===== src/rtl/data_mem_arbiter.sv =====
// Arbiter for the single-ported data memory: execute stage (port 0) has fixed
// priority, the DMA/debug loader (port 1) is protected from starvation by a wait counter.
module data_mem_arbiter #(
  parameter int ADDR_W   = 32,
  parameter int DATA_W   = 32,
  parameter int DEPTH    = 256,
  parameter int MAX_WAIT = 4
) (
  input  logic              clk,
  input  logic              rst,
  input  logic              p0_req,
  input  logic              p0_we,
  input  logic [ADDR_W-1:0] p0_addr,
  input  logic [DATA_W-1:0] p0_wdata,
  output logic              p0_gnt,
  output logic              p0_rvalid,
  output logic [DATA_W-1:0] p0_rdata,
  input  logic              p1_req,
  input  logic              p1_we,
  input  logic [ADDR_W-1:0] p1_addr,
  input  logic [DATA_W-1:0] p1_wdata,
  output logic              p1_gnt,
  output logic              p1_rvalid,
  output logic [DATA_W-1:0] p1_rdata,
  output logic [ADDR_W-1:0] mem_addr,
  output logic [DATA_W-1:0] mem_wdata,
  output logic              mem_mw,
  input  logic [DATA_W-1:0] mem_rdata,
  output logic [1:0]        addr_err,
  output logic [1:0]        owner
);

  typedef enum logic [1:0] {IDLE = 2'b00, G0 = 2'b01, G1 = 2'b10} state_t;

  localparam logic [ADDR_W-1:0] MAX_ADDR   = ADDR_W'(DEPTH - 1);
  localparam logic [3:0]        WAIT_LIMIT = 4'(MAX_WAIT);

  state_t            r_state;
  state_t            w_nextState;
  logic [3:0]        r_waitCnt;
  logic              w_force1;
  logic              w_selWe;
  logic              w_addrOver;
  logic [ADDR_W-1:0] w_selAddr;
  logic [DATA_W-1:0] w_selWdata;

  // Port 1 overrides port 0 only once it has waited long enough; nothing is granted in reset.
  always_comb begin
    p0_gnt   = 1'b0;
    p1_gnt   = 1'b0;
    w_force1 = p1_req && (r_waitCnt >= WAIT_LIMIT);
    if (!rst) begin
      if (w_force1)    p1_gnt = 1'b1;
      else if (p0_req) p0_gnt = 1'b1;
      else if (p1_req) p1_gnt = 1'b1;
    end
  end

  always_comb begin
    w_selAddr  = '0;
    w_selWdata = '0;
    w_selWe    = 1'b0;
    if (p0_gnt) begin
      w_selAddr  = p0_addr;
      w_selWdata = p0_wdata;
      w_selWe    = p0_we;
    end else if (p1_gnt) begin
      w_selAddr  = p1_addr;
      w_selWdata = p1_wdata;
      w_selWe    = p1_we;
    end
    w_addrOver = w_selAddr > MAX_ADDR;
    mem_addr   = w_addrOver ? MAX_ADDR : w_selAddr;
    mem_wdata  = w_selWdata;
    mem_mw     = w_selWe;
  end

  always_ff @(posedge clk) begin
    if (rst) begin
      p0_rvalid <= 1'b0;
      p1_rvalid <= 1'b0;
      p0_rdata  <= '0;
      p1_rdata  <= '0;
      addr_err  <= 2'b00;
      r_waitCnt <= 4'd0;
    end else begin
      p0_rvalid <= p0_gnt && !p0_we;
      p1_rvalid <= p1_gnt && !p1_we;
      if (p0_gnt && !p0_we) p0_rdata <= mem_rdata;
      if (p1_gnt && !p1_we) p1_rdata <= mem_rdata;
      addr_err  <= {p1_gnt && w_addrOver, p0_gnt && w_addrOver};
      // Counts only consecutive denied cycles; saturates rather than wrapping.
      if (p1_req && !p1_gnt)
        r_waitCnt <= (r_waitCnt == 4'hF) ? r_waitCnt : r_waitCnt + 4'd1;
      else
        r_waitCnt <= 4'd0;
    end
  end

  always_ff @(posedge clk) begin
    if (rst) r_state <= IDLE;
    else     r_state <= w_nextState;
  end

  always_comb begin
    w_nextState = IDLE;
    if (p0_gnt)      w_nextState = G0;
    else if (p1_gnt) w_nextState = G1;
  end

  always_comb begin
    owner = r_state;
  end

endmodule


===== config.mk =====
export PLATFORM = sky130hd
export DESIGN_NAME = data_mem_arbiter
export DESIGN_NICKNAME = d
export VERILOG_FILES = /design/src/rtl/data_mem_arbiter.sv
export SDC_FILE = /design/constraint.sdc
export NUM_CORES = 1
export LEC_CHECK = 0
export BUFFER_PORTS_ARGS = -buffer_cell sky130_fd_sc_hd__buf_2
export CAP_MARGIN = 20
export CORE_AREA = 2 2 118 120
export DETAILED_ROUTE_END_ITERATION = 10
export DIE_AREA = 0 0 120 122
export HOLD_SLACK_MARGIN = 0.05
export RECOVER_POWER = 100
export SLEW_MARGIN = 5
export SYNTH_ARGS = -nofsm -noshare
export SYNTH_HDL_FRONTEND = slang
export SYNTH_SLANG_ARGS = --single-unit

===== constraint.sdc =====
create_clock -name clk -period 3.1 [get_ports clk]
set_input_delay 0.31 -clock clk [delete_from_list [all_inputs] [get_ports clk]]
set_output_delay 0.31 -clock clk [all_outputs]
set_load 0.005 [all_outputs]

Yosys cells after proc, flatten, opt, wreduce, memory -nomap -nowiden
Index checks and enable logic that the tools add are counted.
Word-level totals
  input bits: 166
  register bits after elaboration: 74
  logic and storage cells: 40
Cells by class
  magnitude comparators: 2
  multiplexer cells: 16
  bitwise logic cells: 1
  reductions and logical operators: 11
  equality and inequality tests: 1
  add/sub/neg operators: 1
Operator list (number)
  $mux W32: 5
  $gt A32 B8 Y1 const B: 1
  $mux W1: 10
  $logic_and A1 B1 Y1: 6
  $add A4 B1 Y4 const B: 1
  $eq A4 B4 Y1 const B: 1
  $ge A4 B3 Y1 const B: 1
  $reduce_or A2 Y1: 2
  $logic_not A1 Y1: 3
  $mux W2: 1
  $not A1 Y1: 1

Logic depth before layout (Yosys ltp)
Gate-level depths: netlist of run 1.
  word-level depth: 8
  gate-level depth with buffers: 6
  gate-level depth less buffers: 5

Least setup slack after synthesis of run 1
No wires, ideal clock.
  path type: input port to output port
  from: in p1_addr[18]
  to: out mem_addr[0]
  buffers on the path: 0
  arrival: 1.245 ns
  stages on the path: 4
  path slack: 1.545 ns
  cell sequence: nor4_1 -> nand4_1 -> o31ai_1 -> o21ai_0
On the way
  word-level cells in the longest chain between the ends: 4
RTL lines
  start: declaration: line 20  | input logic [ADDR_W-1:0] p1_addr,
  $mux W32: line 67  | end else if (p1_gnt) begin
  $mux W32: line 63  | if (p0_gnt) begin
  $gt A32 B8 Y1: line 72  | w_addrOver = w_selAddr > MAX_ADDR;
  $mux W32: line 73  | mem_addr = w_addrOver ? MAX_ADDR : w_selAddr;
  end: declaration: line 25  | output logic [ADDR_W-1:0] mem_addr,
Every way passes these cells.

Final worst setup path of run 1
  from: in p0_addr[17]
  to: out mem_addr[0]
On the way
  word-level cells in the longest chain between the ends: 3
RTL lines
  start: declaration: line 13  | input logic [ADDR_W-1:0] p0_addr,
  $mux W32: line 63
  $gt A32 B8 Y1: line 72
  $mux W32: line 73
Every way passes these cells.

==> metrics.csv, run 1 <==
metric,value,unit
fin_setup_tns,0,ns
drt.antenna.violating_nets,0,
path_cells,clkbuf_1 -> nor4_1 -> nand4_1 -> nor3_1 -> o21ai_0 -> clkbuf_1,
worst_ep_required_time,2.79,ns
p_int,0.00179,W
cts.path.max_buffers,2,
path_class,input port to output pin,
h-tree-depth,3,
rsz0062_at_grt,no,
nets,818,
whs_endpoint,p0_rdata[2],
vias,3710,
syn_area,3300,um^2
p_seq_share,42.3,%
yosysWarnings,0,
total_power,0.00235,W
synth_area_per_cell,8.70,um^2
clkPwrFrac,43.8,%
regToRegEndpoint,p0_rdata[1],
hold_depth,3,
switchingPower,0.000564,W
swShare,24.0,%
critPathMaxStageDelay,0.65,ns
arrival,2.36,ns
ys_ff_latch,74,
crit_slowest_cell,nor4_1,
cts.sinks,74,
cts_tree,done,
pin_count,303,
start_util,24.5,%
leakagePower,2.17,nW
crit_path_start_kind,input port,
r2r_start,r_waitCnt[3],
place_congestion,0.920,
violations,"capacitance limit, slew limit",
end_kind,output pin,
rows,43,
wire_per_inst,14.9,um
grt_max_degree,65,
r2r_cells,7,
clock_latency,0.33,ns
drv_slew,34,
drt-total-wl,12500,um
core,13500,um^2
hold_path.class,input port to register,
drc_errors,0,
cp_top_family,simple AND/OR/NAND/NOR gates,
fmax,374,MHz
ctsHoldBuffers,0,
netlist-cell-type-count,25,
grt_first_pass_wirelength,18300,um
utilization,36.6,%
skew,0.00649,ns
die_w,120,um
drt-vias-per-instance,4.42,
n_fill_cell,1506,
worstMarginPinSlew,1.55,ns
crit_path_frequent_cell,clkbuf_1,
cts_resized,0,
grt_pass1_vias,3315,
finalSetupViolations,0,
clk_pin_slew,0.06,ns
ir_worst_vdd,0.269,mV
antenna_found_initial,3,
combinationalPowerShare,13.9,%
final_hold_viol_count,0,
ys_seq_area_share,44.8,%
groute.usage.overall,16.4,%
reg2reg_slack,0.56,ns
dpl.hpwl,9950,um
fin_crit_sh,86.3,%
overflow,0,
path_buf_inv,2,
dr.pass1.iters,5,
syn_to_final_growth,49.6,%
drv_cap,1,
drt_iter0_markers,143,
post_synth_inst_count,380,
drive_gt1_share,32.8,%
p_per_area,475,nW/um^2
cts-root-buf,clkbuf_16,
critPathMaxFanout,9,
hold_path_startpoint,mem_rdata[2],
dieHeight,122,um
status,"finished, violations left",
period_minus_slack,2.67,ns
cts_setup_buffers,0,
numCtsBuffers,9,
fp.dieArea,14600,um^2
slew_headroom,-3.53,%
place.port_buffers,278,
## power by group through the flow
| stage | sequential [W] | combinational (W) | clock [W] |
|---|---|---|---|
| after CTS | 0.000993 | 0.000340 | 0.00107 |
| after global routing | 0.000996 | 0.000364 | 0.00110 |
| after global placement | 0.00101 | 0.000338 | 0 |
| after detailed placement | 0.00101 | 0.000339 | 0 |
| after floorplan | 0.00102 | 0.000156 | 0 |
| final | 0.000993 | 0.000327 | 0.00103 |
## cell families (layout without fill, tap and decap cells)
kind of cell | after synthesis | in the layout | synth area share, %
fa+ha+maj | 1 | 1 | 0.379
compound gates | 86 | 86 | 17.9
mux | 32 | 32 | 9.69
buf+inv | 54 | 306 | 10.1
other cells | 1 | 29 | 0.113
simple gates | 132 | 132 | 17.0
flops | 74 | 74 | 44.8
## state kept, by name, summed over array words and instances (netlist names)
register and count:
p1_rdata 32, r_waitCnt 4, p0_rvalid 1, p1_rvalid 1
p0_rdata 32, owner 2, addr_err 2
## cell type report
class,instances,area [um^2],share of cell area [%]
antenna,4,10.0,0.202
tap,180,225,4.55
inverter,6,22.5,0.455
clock buffer,12,246,4.98
clock inverter,4,51.3,1.04
sequential,74,1480,30.0
multi-input combinational,276,1590,32.1
timing repair buffer,284,1320,26.7
## routing by layer
layer / vias to the layer above / share of wire [%] / global-route usage, %
li1: 1821 / - / -
met1: 1673 / 43 / 20.7
met2: 193 / 43 / 24.7
met3: 23 / 12 / 6.60
met4: 0 / 2.1 / 6.76
met5: - / 0 / 0
## placed cells by master (no fill, tap or decap), drive strengths merged
cell        n
o21a        1
o21ai      10
clkbuf    100
o31ai       8
and2b       1
clkinv      2
nand2b      1
inv         6
nand4       2
a22o       32
buf       196
a211oi      1
clkinvlp    1
a21oi      34
nor3        8
mux2i      32
nor4       12
nor2       38
diode       4
nand3       2
bufinv      1
nand2      68
conb       25
dfxtp      74
ha          1
## stage by stage
step           std cells  area, um^2  hold slack, ns  setup slack (ns)
3_3_place_gp         820        4750           0.413             0.671
4_1_cts              836        5050           0.212             0.672
3_5_place_dp         820        4750           0.421             0.665
5_1_grt              836        4930           0.219             0.280
2_1_floorplan        404        3390           0.399              1.54
6_report             840        4940           0.228             0.426
## worst max-delay path by stage
stage | endpoint | cells past startpoint | start
floorplan | mem_addr[0] | 4 | p1_addr[18]
global placement | mem_addr[0] | 6 | p0_addr[17]
detailed placement | mem_addr[0] | 6 | p0_addr[17]
CTS | mem_addr[0] | 6 | p0_addr[17]
global route | p0_rdata[6] | 7 | r_waitCnt[3]
finish | mem_addr[0] | 6 | p0_addr[17]
## synth_stat cells
master / count / area [um^2]
nor2_1: 38 / 143
a211oi_4: 1 / 20.0
dfxtp_1: 74 / 1480
a21oi_2: 1 / 8.76
o21a_1: 1 / 7.51
nand2_1: 68 / 255
o31ai_1: 8 / 60.1
o21ai_0: 10 / 50.1
mux2i_1: 32 / 320
a22o_1: 32 / 280
and2b_1: 1 / 7.51
buf_6: 3 / 33.8
nor4_1: 12 / 75.1
buf_2: 5 / 25.0
conb_1: 1 / 3.75
a21oi_1: 33 / 165
nand2b_4: 1 / 13.8
inv_1: 6 / 22.5
nand4_1: 2 / 12.5
buf_4: 27 / 203
ha_1: 1 / 12.5
nand3_2: 1 / 10.0
nand3_1: 1 / 5.00
nor3_1: 8 / 40.0
clkbuf_1: 13 / 48.8
## worst reg2reg max path: cells and delay by family, from the launching register on
family                 cells  cell delay (ns)
AND/OR/NAND/NOR            2             0.22
AO/OA/AOI/OAI              2             0.46
flip-flops                 1             0.31
buffers and inverters      3             1.46
Note: power is estimated with default switching activity, not from simulation.
==> inputs of run 2 (changes only) <==
--- a/config.mk
+++ b/config.mk
@@ -6,7 +6,7 @@
 export NUM_CORES = 1
 export LEC_CHECK = 0
 export BUFFER_PORTS_ARGS = -buffer_cell sky130_fd_sc_hd__buf_2
-export CAP_MARGIN = 20
+export CAP_MARGIN = 30
 export CORE_AREA = 2 2 118 120
 export DETAILED_ROUTE_END_ITERATION = 10
 export DIE_AREA = 0 0 120 122
==> constraint.sdc (replaced) <==
create_clock -name clk -period 2.9 [get_ports clk]
set_input_delay 0.29 -clock clk [delete_from_list [all_inputs] [get_ports clk]]
set_output_delay 0.29 -clock clk [all_outputs]
set_load 0.005 [all_outputs]
==> run 2 against run 1 <==
The flow still finishes with violations (capacitance limit, slew limit). Clock power hardly changed. Total power increased by 3.0%. Critical path depth up 1. Clock skew rose by 0.0015 ns. Highest routed layer is now met5. Count of clock-buffer cells in the layout down 3. Die area unchanged. Combinational power increased by 6.7%.
==> metrics.csv, run 2 (same netlist as run 1, synthesis figures left out) <==
metric,value,unit
status,"finished, violations left",
violations,"capacitance limit, slew limit",
cts_setup_buffers,0,
period_minus_slack,2.39,ns
hold_path.class,input port to register,
drv_slew,34,
layout_common_cells,"buf_2, clkbuf_1, dfxtp_1",
nets,819,
overflow,0,
die_w,120,um
cts.sinks,74,
drt_iter0_markers,161,
crit_path_start_kind,input port,
clkPwrFrac,41.7,%
rows,43,
antenna_found_initial,6,
p_per_area,492,nW/um^2
start_util,24.5,%
cts-root-buf,clkbuf_16,
combinationalPowerShare,14.4,%
drt-total-wl,12300,um
drv_cap,1,
stdcell_count,840,
critPathMaxStageDelay,0.68,ns
leakagePower,2.16,nW
cts.path.max_buffers,2,
dpl.hpwl,9840,um
path_class,input port to output pin,
crit_slowest_cell,nor4_1,
h-tree-depth,3,
top_regs,"p0_rdata: 32 flops, p1_rdata: 32 flops, r_waitCnt: 4 flops",
p_int,0.00180,W
hold_depth,3,
clock_latency,0.33,ns
fmax,418,MHz
core,13500,um^2
final_hold_viol_count,0,
fp.dieArea,14600,um^2
whs,0.205,ns
wire_per_inst,14.7,um
ctsHoldBuffers,0,
drt-vias-per-instance,4.35,
clk_pin_slew,0.06,ns
stdcell_area,4920,um^2
dr.pass1.iters,5,
syn_to_final_growth,48.9,%
grt_pass1_vias,3342,
r2r_cells,6,
ir_worst_vdd,0.246,mV
place_congestion,0.905,
critPathLaunch,p0_addr[17],
cts_resized,0,
worst_ep_required_time,2.61,ns
groute.usage.overall,16.2,%
crit_path_frequent_cell,clkbuf_1,
setup_ws,0.505,ns
fin_setup_tns,0,ns
path_buf_inv,3,
place.port_buffers,278,
post_dp_cell_area,4760,um^2
r2r_start,r_waitCnt[3],
critPathMaxFanout,9,
grt_max_degree,65,
dieHeight,122,um
regToRegEndpoint,p0_rdata[14],
layout_commonest_cell,buf_2,
arrival,2.10,ns
path_cells,buf_2 -> nor4_1 -> nand4_1 -> clkbuf_1 -> nor3_1 -> o21ai_0 -> clkbuf_1,
numCtsBuffers,9,
fin_crit_sh,82.6,%
drive_gt1_share,32.8,%
skew,0.00800,ns
crit_path_end,mem_addr[0],
rsz0062_at_grt,no,
cp_top_family,simple AND/OR/NAND/NOR gates,
cp.depth,7,
end_kind,output pin,
switchingPower,0.000625,W
reg2reg_slack,0.61,ns
preCtsSetupSlack,0.718,ns
swShare,25.8,%
dp_cells,821,
grt_first_pass_wirelength,18300,um
drt.antenna.violating_nets,0,
finalSetupViolations,0,
p_seq_share,43.9,%
worstMarginPinSlew,1.54,ns
pin_count,303,
cts_tree,done,
slew_headroom,-2.66,%
vias,3658,
drc_errors,0,
## run 2: changes by cell type in the layout (fill, tap and decap cells not counted), sizes merged
cell,previous run,this run
inv,6,7
buf,196,195
clkbuf,100,99
clkinv,2,4
bufinv,1,0
## run 2: how the worst min path moves through the flow
stage | endpoint | from | slack, ns
after global placement | r_waitCnt[0] | r_waitCnt[0] | 0.41
after detailed placement | r_waitCnt[0] | r_waitCnt[0] | 0.42
after floorplan | owner[1] | p0_req | 0.38
after global routing | p0_rdata[13] | mem_rdata[13] | 0.20
final | p0_rdata[1] | mem_rdata[1] | 0.20
after CTS | p0_rdata[2] | mem_rdata[2] | 0.19
## run 2: power by group through the flow
| stage | logic [W] | clock network (W) | registers [W] |
|---|---|---|---|
| after floorplan | 0.000166 | 0 | 0.00109 |
| after global placement | 0.000362 | 0 | 0.00108 |
| after detailed placement | 0.000362 | 0 | 0.00108 |
| after CTS | 0.000363 | 0.00104 | 0.00106 |
| after global routing | 0.000390 | 0.00108 | 0.00106 |
| final | 0.000349 | 0.00101 | 0.00106 |
## run 2: tightest hold or removal path, cell delays in order
cell and delay (ns):
buf_2 0.10, nand2_1 0.05, a21oi_1 0.05
## run 2: metrics by stage
stage | power [W] | util [%]
floorplan | 0.00125 | -
global placement | 0.00144 | 35.3
detailed placement | 0.00144 | 35.3
CTS | 0.00247 | 37.2
global route | 0.00254 | 36.4
finish | 0.00242 | 36.4
## run 2: final cells by class
class | instances | area [um^2]
repair buffers | 285 | 1330
flip-flops and latches | 74 | 1480
fillers | 1497 | 8580
diodes | 4 | 10.0
well taps | 180 | 225
clock buffers | 9 | 225
clock inverters | 6 | 43.8
multi-input cells | 276 | 1590
inverters | 6 | 22.5
## run 2: layer usage
layer	part of all wire [%]	global-route usage, %
met1	41	20.2
met3	13	8.24
met5	0.20	0
met2	44	24.1
met4	1.9	5.59
